File: src/rtl/ram_access_controller.sv
// ram_access_controller: one-request-at-a-time sequencer in front of a word-organised
// RAM cell array; row select and W/R strobes are driven straight from flops.
//
// state  | meaning
// IDLE   | ready to accept a request
// ACCESS | row select and one strobe driven to the array for exactly one cycle
// RESP   | response presented and held until the consumer takes it
module ram_access_controller #(
    parameter int WIDTH = 8,
    parameter int DEPTH = 16,
    parameter int AW    = 4
) (
    input  logic             clk,
    input  logic             rst_,
    input  logic             req_valid,
    output logic             req_ready,
    input  logic             req_we,
    input  logic [AW-1:0]    req_addr,
    input  logic [WIDTH-1:0] req_din,
    output logic             rsp_valid,
    input  logic             rsp_ready,
    output logic [WIDTH-1:0] rsp_rdata,
    output logic             rsp_err,
    output logic [DEPTH-1:0] row_cs,
    output logic             cell_w,
    output logic             cell_r,
    output logic [WIDTH-1:0] cell_d,
    input  logic [WIDTH-1:0] cell_q
);

    typedef enum logic [1:0] {
        IDLE   = 2'd0,
        ACCESS = 2'd1,
        RESP   = 2'd2
    } state_t;

    localparam logic [AW:0] DEPTH_W = (AW + 1)'(DEPTH);

    state_t           state;
    state_t           state_nxt;
    logic             accept;
    logic             in_range;
    logic             we_q;
    logic             err_q;
    logic [DEPTH-1:0] row_cs_nxt;
    logic             cell_w_nxt;
    logic             cell_r_nxt;
    logic [WIDTH-1:0] rdata_nxt;

    assign accept   = req_valid && req_ready;
    assign in_range = ({1'b0, req_addr} < DEPTH_W);

    always_ff @(posedge clk) begin
        if (!rst_) begin
            state <= IDLE;
        end else begin
            state <= state_nxt;
        end
    end

    always_comb begin
        state_nxt = state;
        case (state)
            IDLE:    if (accept) state_nxt = ACCESS;
            ACCESS:  state_nxt = RESP;
            RESP:    if (rsp_ready) state_nxt = IDLE;
            default: state_nxt = IDLE;
        endcase
    end

    // Next values for the flopped array strobes are decoded from the request itself,
    // so the strobes are high exactly during the cycle after acceptance.
    always_comb begin
        req_ready  = rst_ && (state == IDLE);
        rsp_valid  = (state == RESP);
        row_cs_nxt = '0;
        for (int i = 0; i < DEPTH; i++) begin
            row_cs_nxt[i] = accept && in_range && (req_addr == AW'(i));
        end
        cell_w_nxt = accept && in_range && req_we;
        cell_r_nxt = accept && in_range && !req_we;
        rdata_nxt  = (!we_q && !err_q) ? cell_q : '0;
    end

    always_ff @(posedge clk) begin
        if (!rst_) begin
            row_cs    <= '0;
            cell_w    <= 1'b0;
            cell_r    <= 1'b0;
            cell_d    <= '0;
            rsp_rdata <= '0;
            rsp_err   <= 1'b0;
            we_q      <= 1'b0;
            err_q     <= 1'b0;
        end else begin
            row_cs <= row_cs_nxt;
            cell_w <= cell_w_nxt;
            cell_r <= cell_r_nxt;
            if (accept) begin
                cell_d <= req_din;
                we_q   <= req_we;
                err_q  <= !in_range;
            end
            if (state == ACCESS) begin
                rsp_rdata <= rdata_nxt;
                rsp_err   <= err_q;
            end
        end
    end

endmodule

File: config.mk
export PLATFORM = sky130hd
export DESIGN_NAME = ram_access_controller
export DESIGN_NICKNAME = d
export VERILOG_FILES = /design/src/rtl/ram_access_controller.sv
export SDC_FILE = /design/constraint.sdc
export NUM_CORES = 1
export LEC_CHECK = 0
export CAP_MARGIN = 30
export CORE_ASPECT_RATIO = 2
export CORE_MARGIN = 1
export CORE_UTILIZATION = 30
export CTS_CLUSTER_DIAMETER = 120
export DETAILED_ROUTE_END_ITERATION = 12
export HOLD_SLACK_MARGIN = 0.1
export SLEW_MARGIN = 20
export SYNTH_ARGS = -nofsm -noshare
export SYNTH_HDL_FRONTEND = slang
export SYNTH_SLANG_ARGS = --single-unit
File: constraint.sdc
create_clock -name clk -period 2.75 [get_ports clk]
set_input_delay 0.275 -clock clk [delete_from_list [all_inputs] [get_ports clk]]
set_output_delay 0.275 -clock clk [all_outputs]
set_load 0.01 [all_outputs]
## Yosys cells after proc, flatten, opt, wreduce, memory -nomap -nowiden

Index checks and enable logic that the tools add are counted.

- Register bits after elaboration: 37
- Bits in latches: 0
- RAM bits: 0
- Memory bits (read-only): 0
- Input port bits: 25
- Output and inout port bits: 37
- Word-level logic and storage cells: 54
- Memories kept: 0

- Add/subtract/negate cells: 0
- Multiply operators: 0
- Divide/modulo/power cells: 0
- Order comparisons: 0
- Eq/ne operators: 19
- Shift operators: 0
- Mux-type cells: 4
- Bitwise gates (word level): 0
- Reduce and logical (&&, ||, !) cells: 24

Operators by type and width:

| kind | count |
|---|---|
| 4-bit == test, second input constant | 8 |
| 1-bit logical AND | 20 |
| 4-bit by 3-bit == test with 1-bit output, second input constant | 4 |
| 4-bit by 2-bit == test with 1-bit output, second input constant | 2 |
| 8-bit 2-to-1 mux | 1 |
| 2-bit one-hot mux with 3 select lines | 1 |
| 4-bit by 1-bit == test with 1-bit output, second input constant | 1 |
| 4-bit logical NOT | 1 |
| 2-bit 2-to-1 mux | 2 |
| 2-bit by 1-bit == test with 1-bit output, second input constant | 1 |
| 2-bit == test, second input constant | 1 |
| 2-bit logical NOT | 1 |
| 2-bit by 1-bit inequality test with 1-bit output, second input constant | 1 |
| 2-bit inequality test, second input constant | 1 |
| 2-bit AND reduction | 1 |
| 1-bit logical NOT | 1 |

## Longest topological paths before layout

Gate-level depths: netlist (run 1).

- Word-level depth: 5
- Depth in mapped cells: 4
- Gate-level depth less buffers: 3

## Least setup slack after synthesis (run 1)

No wires, ideal clock.

- Path type: reg2reg
- Start point: reg state[0]
- End point: reg we_q
- Library setup time: 0.119 ns
- Data arrival time: 0.923 ns
- Setup slack: 1.707 ns
- Cell stages (with the launch flop): 4
- Period minus slack after synthesis: 1.043 ns
- Path through: dfxtp_1 > and4bb_2 > and2_1 > o21bai_1

- Cells in the longest elaborated chain, start to end: 3

RTL lines:

| item | RTL line | text |
|---|---|---|
| from (decl) | 39 | `state_t state;` |
| from (signal assigned) | 57 | `state <= state_nxt;` |
| 2-bit logical NOT | 74 | `req_ready = rst_ && (state == IDLE);` |
| 1-bit logical AND | 74 |  |
| 1-bit logical AND | 50 | `assign accept = req_valid && req_ready;` |
| to (signal assigned) | 101 | `we_q <= req_we;` |
| to (decl) | 43 | `logic we_q;` |

Every way passes these cells.
A chain may end at the register's enable or synchronous reset.

## Worst setup path in the final report (run 1)

- Start point: in rst_
- End point: out req_ready

- Cells in the longest elaborated chain, start to end: 1

RTL lines:

| item | RTL line | text |
|---|---|---|
| from (decl) | 14 | `input logic rst_,` |
| 1-bit logical AND | 74 |  |
| to (decl) | 16 | `output logic req_ready,` |

Every way passes these cells.

==> results of run 1 <==
==> power breakdown <==
group	switching, mW	internal, mW
registers	0.0123	0.557
clock network	0.187	0.175
logic	0.0539	0.0807
==> stage by stage <==
step | setup WS [ns] | power (mW) | instance area, um^2 | hold WS [ns]
final | 0.7344 | 1.065 | 1946 | 0.4594
after detailed placement | 0.7415 | 0.7175 | 1859 | 0.4540
after CTS | 0.7438 | 1.083 | 1946 | 0.4663
after global placement | 0.7733 | 0.7149 | 1859 | 0.4473
after global routing | 0.6142 | 1.114 | 1946 | 0.4878
after floorplan | 1.707 | 0.6334 | 1231 | 0.3440
==> tightest hold or removal path: cells and delay by family, from the launching register on <==
family / cells / cell delay [ns]
flops: 1 / 0.31
compound gates: 1 / 0.06
simple gates: 1 / 0.05
==> cells by family after synthesis <==
| family | share of synthesized area, % |
|---|---|
| compound gates | 9.350 |
| buf+inv | 3.557 |
| flops | 60.16 |
| other cells | 0.3046 |
| simple gates | 26.63 |
==> worst max path at each step <==
stage,startpoint,endpoint,slack (ns),cells past startpoint
6_report,rst_,req_ready,0.73,4
3_3_place_gp,rst_,req_ready,0.77,4
3_5_place_dp,rst_,row_cs[3],0.74,5
5_1_grt,rst_,req_ready,0.61,4
2_1_floorplan,state[0],we_q,1.71,3
4_1_cts,rst_,req_ready,0.74,4
==> synthesized netlist by cell type <==
cell,count,share of area [%]
nor3b_1,1,0.61
dfxtp_1,37,60
nand2b_1,3,1.5
nor3_2,1,0.81
conb_1,1,0.30
nand2_2,1,0.51
and4bb_2,1,1.0
clkbuf_1,2,0.61
nor2_1,13,4.0
o21ai_0,8,3.3
buf_4,2,1.2
nand3b_1,10,6.1
nand3_1,1,0.41
nand2_1,26,7.9
o21bai_1,1,0.61
nor2b_1,4,2.0
o21a_1,1,0.61
a21boi_0,8,4.9
and2_1,1,0.51
nor3_1,3,1.2
buf_2,2,0.81
buf_6,1,0.91
==> sequential cells by signal (all words and copies together) (netlist names) <==
| name | count |
|---|---|
| cell_r | 1 |
| rsp_rdata | 8 |
| we_q | 1 |
| cell_d | 8 |
| cell_w | 1 |
| row_cs | 16 |
| state | 2 |
==> layout make-up <==
cell class                 count  share of cell area (%)
tap                           51                   3.280
clock inverter                 3                  0.9003
timing repair buffer          61                   31.25
multi-input combinational     84                   22.96
clock buffer                   5                   3.537
sequential                    37                   38.07
==> routing by layer <==
layer  part of all wire, %  up-vias
met5                     0        -
met4                   1.8        0
met3                   8.0        6
met2                    55       51
met1                    35      472
li1                      -      538
==> impl_metrics.csv, run 1 <==
group,metric,value,unit
run_status,status,"finished clean",
floorplan,ios,62,
clocking,ctsResizeCount,0,
critical_path,r2r_slack,1.32,ns
place,place_hpwl,2376,um
floorplan,die_w,47.30,um
min_path,min-delay-path-class,"flop to flop",
critical_path,path_common_cell,"clkdlybuf4s50_1",
drt,via_per_inst,4.427,
critical_path,cp.buffers_inverters,3,
global_route,use_met1,12.93,%
floorplan,core,3884,um^2
critical_path,path_class,"input pin to primary output",
place,routabilityCongestion,0.8185,
layout,multi_input_area,446.7,um^2
drt,dr.pass1.iters,4,
min_path,whs_path_depth,2,
critical_path,setup.worst_path.end_class,"primary output",
power,p_leak,0.6885,nW
layout,fin_util,50.10,%
clocking,cts_hold_buf,0,
floorplan,rows,32,
clocking,clock-sinks,37,
sta,finalCritPeriodShare,73.29,%
yosys,ys_types,22,
critical_path,cp.arrival,1.74,ns
place,io_buffers,60,
clocking,cts_tree,"yes",
layout,seqCellArea,740.7,um^2
sta,relSlewSlack,62.84,%
yosys,yosysSeqAreaShare,60.16,%
yosys,syn-cell-area,1231,um^2
critical_path,worst_r2r_path_depth,3,
critical_path,crit_path_cell_trace,"clkdlybuf4s50_1 > buf_4 > nor3b_1 > clkdlybuf4s50_1",
sta,rsz0062_at_grt,"no",
layout,area_growth,58.03,%
layout,diodes,0,
global_route,grt_max_degree,25,
global_route,met2_usage,28.31,%
critical_path,crit_fanout,20,
critical_path,r2r-end,"row_cs[3]",
drt,dr_total_vias,1067,
drt,drc,0,
sta,fin_skew,0.007961,ns
drt,post_drt_wl_per_cell,12.53,um
global_route,grt_pass1_vias,1081,
layout,nets,214,
drt,routed_wl,3019,um
layout,n_fill_cell,398,
yosys,avgSynthCellArea,9.619,um^2
sta,setup_violations,0,
sta,period_needed,2.016,ns
critical_path,crit_path_max_incr_delay,0.57,ns
clocking,clk_path_buf_depth,2,
global_route,grt_util_met3,6.043,%
floorplan,die_h,92.60,um
drt,drtIter0Drc,5,
layout,most-common-layout-cells,"clkdlybuf4s50_1, dfxtp_1, nand2_1, nor2_1, nand3b_1",
layout,final_common_cell,"clkdlybuf4s50_1",
clocking,cts_root_buf,"clkbuf_8",
sta,tns,0,ns
sta,final_max_slew_viol_count,0,
power,peakVddDrop,0.0003400,V
yosys,syn_inst,128,
critical_path,crit_slowest_cell,"clkdlybuf4s50_1",
floorplan,die_area,4380,um^2
critical_path,r2r-start,"state[0]",
power,power.density,547.6,nW/um^2
yosys,yosys_warnings,0,
yosys,ys_ff_latch,37,
sta,max_freq,0.4961,GHz
clocking,cts_htree_levels,2,
clocking,clock_latency,0.28,ns
yosys,synthesis.nets,153,
min_path,whs_endpoint,"cell_d[2]",
sta,hold_viol_final,0,
run,cap_viol_max_count,0,
layout,stdcell_count,241,
critical_path,required,2.48,ns
global_route,antenna_found_initial,0,
min_path,hold_start,"cell_d[2]",
clocking,cts_setup_buffers,0,
global_route,grt_pass1_wl,4761,um
global_route,busiest_layer,"met2",
floorplan,start_util,31.70,%
critical_path,crit_family,"buffers and inverters",
layout,drive_gt1_share,6.316,%
clocking,cts_buffers,5,
clocking,path_clk_slew,0.07,ns
sta,tightestPinTransition,0.5562,ns
critical_path,startpoint_type,"input pin",
global_route,grt_usage,15.19,%
drt,antenna_left,0,
global_route,overflow,0,
place,place_inst,233,
No activity file was read; power rests on OpenSTA's default activity.
==> run 2, diff against run 1 <==
==> constraint.sdc (replaced) <==
create_clock -name clk -period 2.1 [get_ports clk]
set_input_delay 0.21 -clock clk [delete_from_list [all_inputs] [get_ports clk]]
set_output_delay 0.21 -clock clk [all_outputs]
set_load 0.01 [all_outputs]
==> impl_metrics.csv, run 2 (synthesis results as in run 1) <==
group,metric,value,unit
critical_path,r2r-end,"we_q",
min_path,whs_path_depth,2,
power,peakVddDrop,0.0003884,V
sta,tns,0,ns
floorplan,ios,62,
sta,finalCritPeriodShare,79.01,%
global_route,grt_pass1_wl,4664,um
clocking,cts_tree,"yes",
sta,final_max_slew_viol_count,0,
drt,antenna_left,0,
critical_path,r2r-start,"state[0]",
drt,dr_total_vias,1068,
layout,area_growth,58.64,%
critical_path,crit_family,"buffers and inverters",
critical_path,worst_r2r_path_depth,4,
critical_path,startpoint_type,"input pin",
critical_path,setup.worst_path.end_class,"primary output",
layout,largest_reg_flops,16,
global_route,grt_pass1_vias,1101,
min_path,min-delay-path-class,"flop to flop",
place,place_hpwl,2408,um
clocking,cts_root_buf,"clkbuf_8",
drt,via_per_inst,4.432,
power,power.density,718.8,nW/um^2
floorplan,die_area,4380,um^2
critical_path,cp.arrival,1.45,ns
drt,drtIter0Drc,5,
drt,drc,0,
layout,diodes,0,
critical_path,required,1.89,ns
floorplan,start_util,31.70,%
clocking,ctsResizeCount,0,
critical_path,r2r_slack,0.77,ns
layout,final_common_cell,"clkdlybuf4s50_1",
critical_path,crit_path_end,"req_ready",
sta,relSlewSlack,60.66,%
floorplan,die_h,92.60,um
sta,period_needed,1.659,ns
sta,rsz0062_at_grt,"no",
run,cap_viol_max_count,0,
critical_path,crit_slowest_cell,"clkdlybuf4s50_1",
sta,tightestPinTransition,0.5889,ns
layout,n_fill_cell,397,
power,p_leak,0.6941,nW
clocking,cts_hold_buf,0,
sta,setup_violations,0,
critical_path,cp.buffers_inverters,2,
critical_path,cp-startpoint,"rst_",
drt,post_drt_wl_per_cell,12.34,um
global_route,grt_max_degree,19,
min_path,hold_start,"rsp_rdata[0]",
critical_path,path_common_cell,"clkdlybuf4s50_1",
layout,nets,215,
global_route,grt_usage,14.97,%
global_route,antenna_found_initial,0,
global_route,overflow,0,
clocking,cts_htree_levels,2,
clocking,cts_buffers,5,
floorplan,rows,32,
floorplan,die_w,47.30,um
clocking,clock_latency,0.28,ns
layout,top_regs,"row_cs (16), cell_d (8), rsp_rdata (8)",
sta,hold_viol_final,0,
drt,routed_wl,2975,um
layout,stdcell_count,241,
critical_path,crit_path_cell_trace,"clkdlybuf4s50_1 > nor3b_1 > clkdlybuf4s50_1",
clocking,cts_setup_buffers,0,
place,routabilityCongestion,0.7045,
critical_path,cp.depth,3,
place,io_buffers,60,
clocking,clock-sinks,37,
critical_path,path_class,"input pin to primary output",
place,place_inst,234,
critical_path,crit_path_max_incr_delay,0.56,ns
layout,largest_register,"row_cs",
floorplan,core,3884,um^2
sta,max_freq,0.6027,GHz
clocking,path_clk_slew,0.06,ns
layout,drive_gt1_share,5.789,%
critical_path,crit_fanout,3,
sta,fin_skew,0.007310,ns
drt,dr.pass1.iters,4,
layout,most-common-layout-cells,"clkdlybuf4s50_1, dfxtp_1, nand2_1, nor2_1, nand3b_1",
run_status,status,"finished clean",
clocking,clk_path_buf_depth,2,
-- run 2: power breakdown --
group	switching, mW	total (mW)	internal (mW)
sequential	0.0155	0.745	0.729
clock	0.221	0.481	0.260
combinational	0.0708	0.178	0.107
-- run 2: worst min-delay path, stage by stage (launching register included) --
cell,delay (ns)
dfxtp_1,0.31
nand2_1,0.04
a21boi_0,0.06
-- run 2: per-layer routing --
metal  track usage (%)  share of wire, %  vias to the layer above  routed length [um]
li1                  -                 -                      537                   -
met1             13.05                33                      474                 984
met2             27.97                57                       50                1691
met3             5.263               8.4                        7                 250
met4             5.714               1.6                        0                  48
met5                 0                 0                        -                   0
-- run 2: worst min-delay path by stage --
stage	to	slack, ns
floorplan	row_cs[0]	0.28
global placement	cell_d[7]	0.45
detailed placement	cell_d[1]	0.45
CTS	cell_d[1]	0.46
global route	cell_d[1]	0.48
finish	rsp_rdata[0]	0.46
-- run 2: per-stage QoR --
stage	instance area, um^2	setup WS (ns)	utilization (%)	total power [mW]	hold WS, ns
after floorplan	1231	1.057	-	0.8294	0.2790
after global placement	1867	0.4449	48.07	0.9369	0.4468
after detailed placement	1867	0.4340	48.07	0.9413	0.4532
after CTS	1953	0.4251	50.29	1.425	0.4627
after global routing	1953	0.3670	50.29	1.474	0.4798
final	1953	0.4408	50.29	1.404	0.4580
-- run 2: area by class of cell --
type                            count  area [um^2]  area share [%]
Sequential cell                    37        740.7           37.92
Timing Repair Buffer               62        615.6           31.52
Multi-Input combinational cell     84        446.7           22.87
Clock buffer                        7        86.33           4.420
Tap cell                           51        63.81           3.267
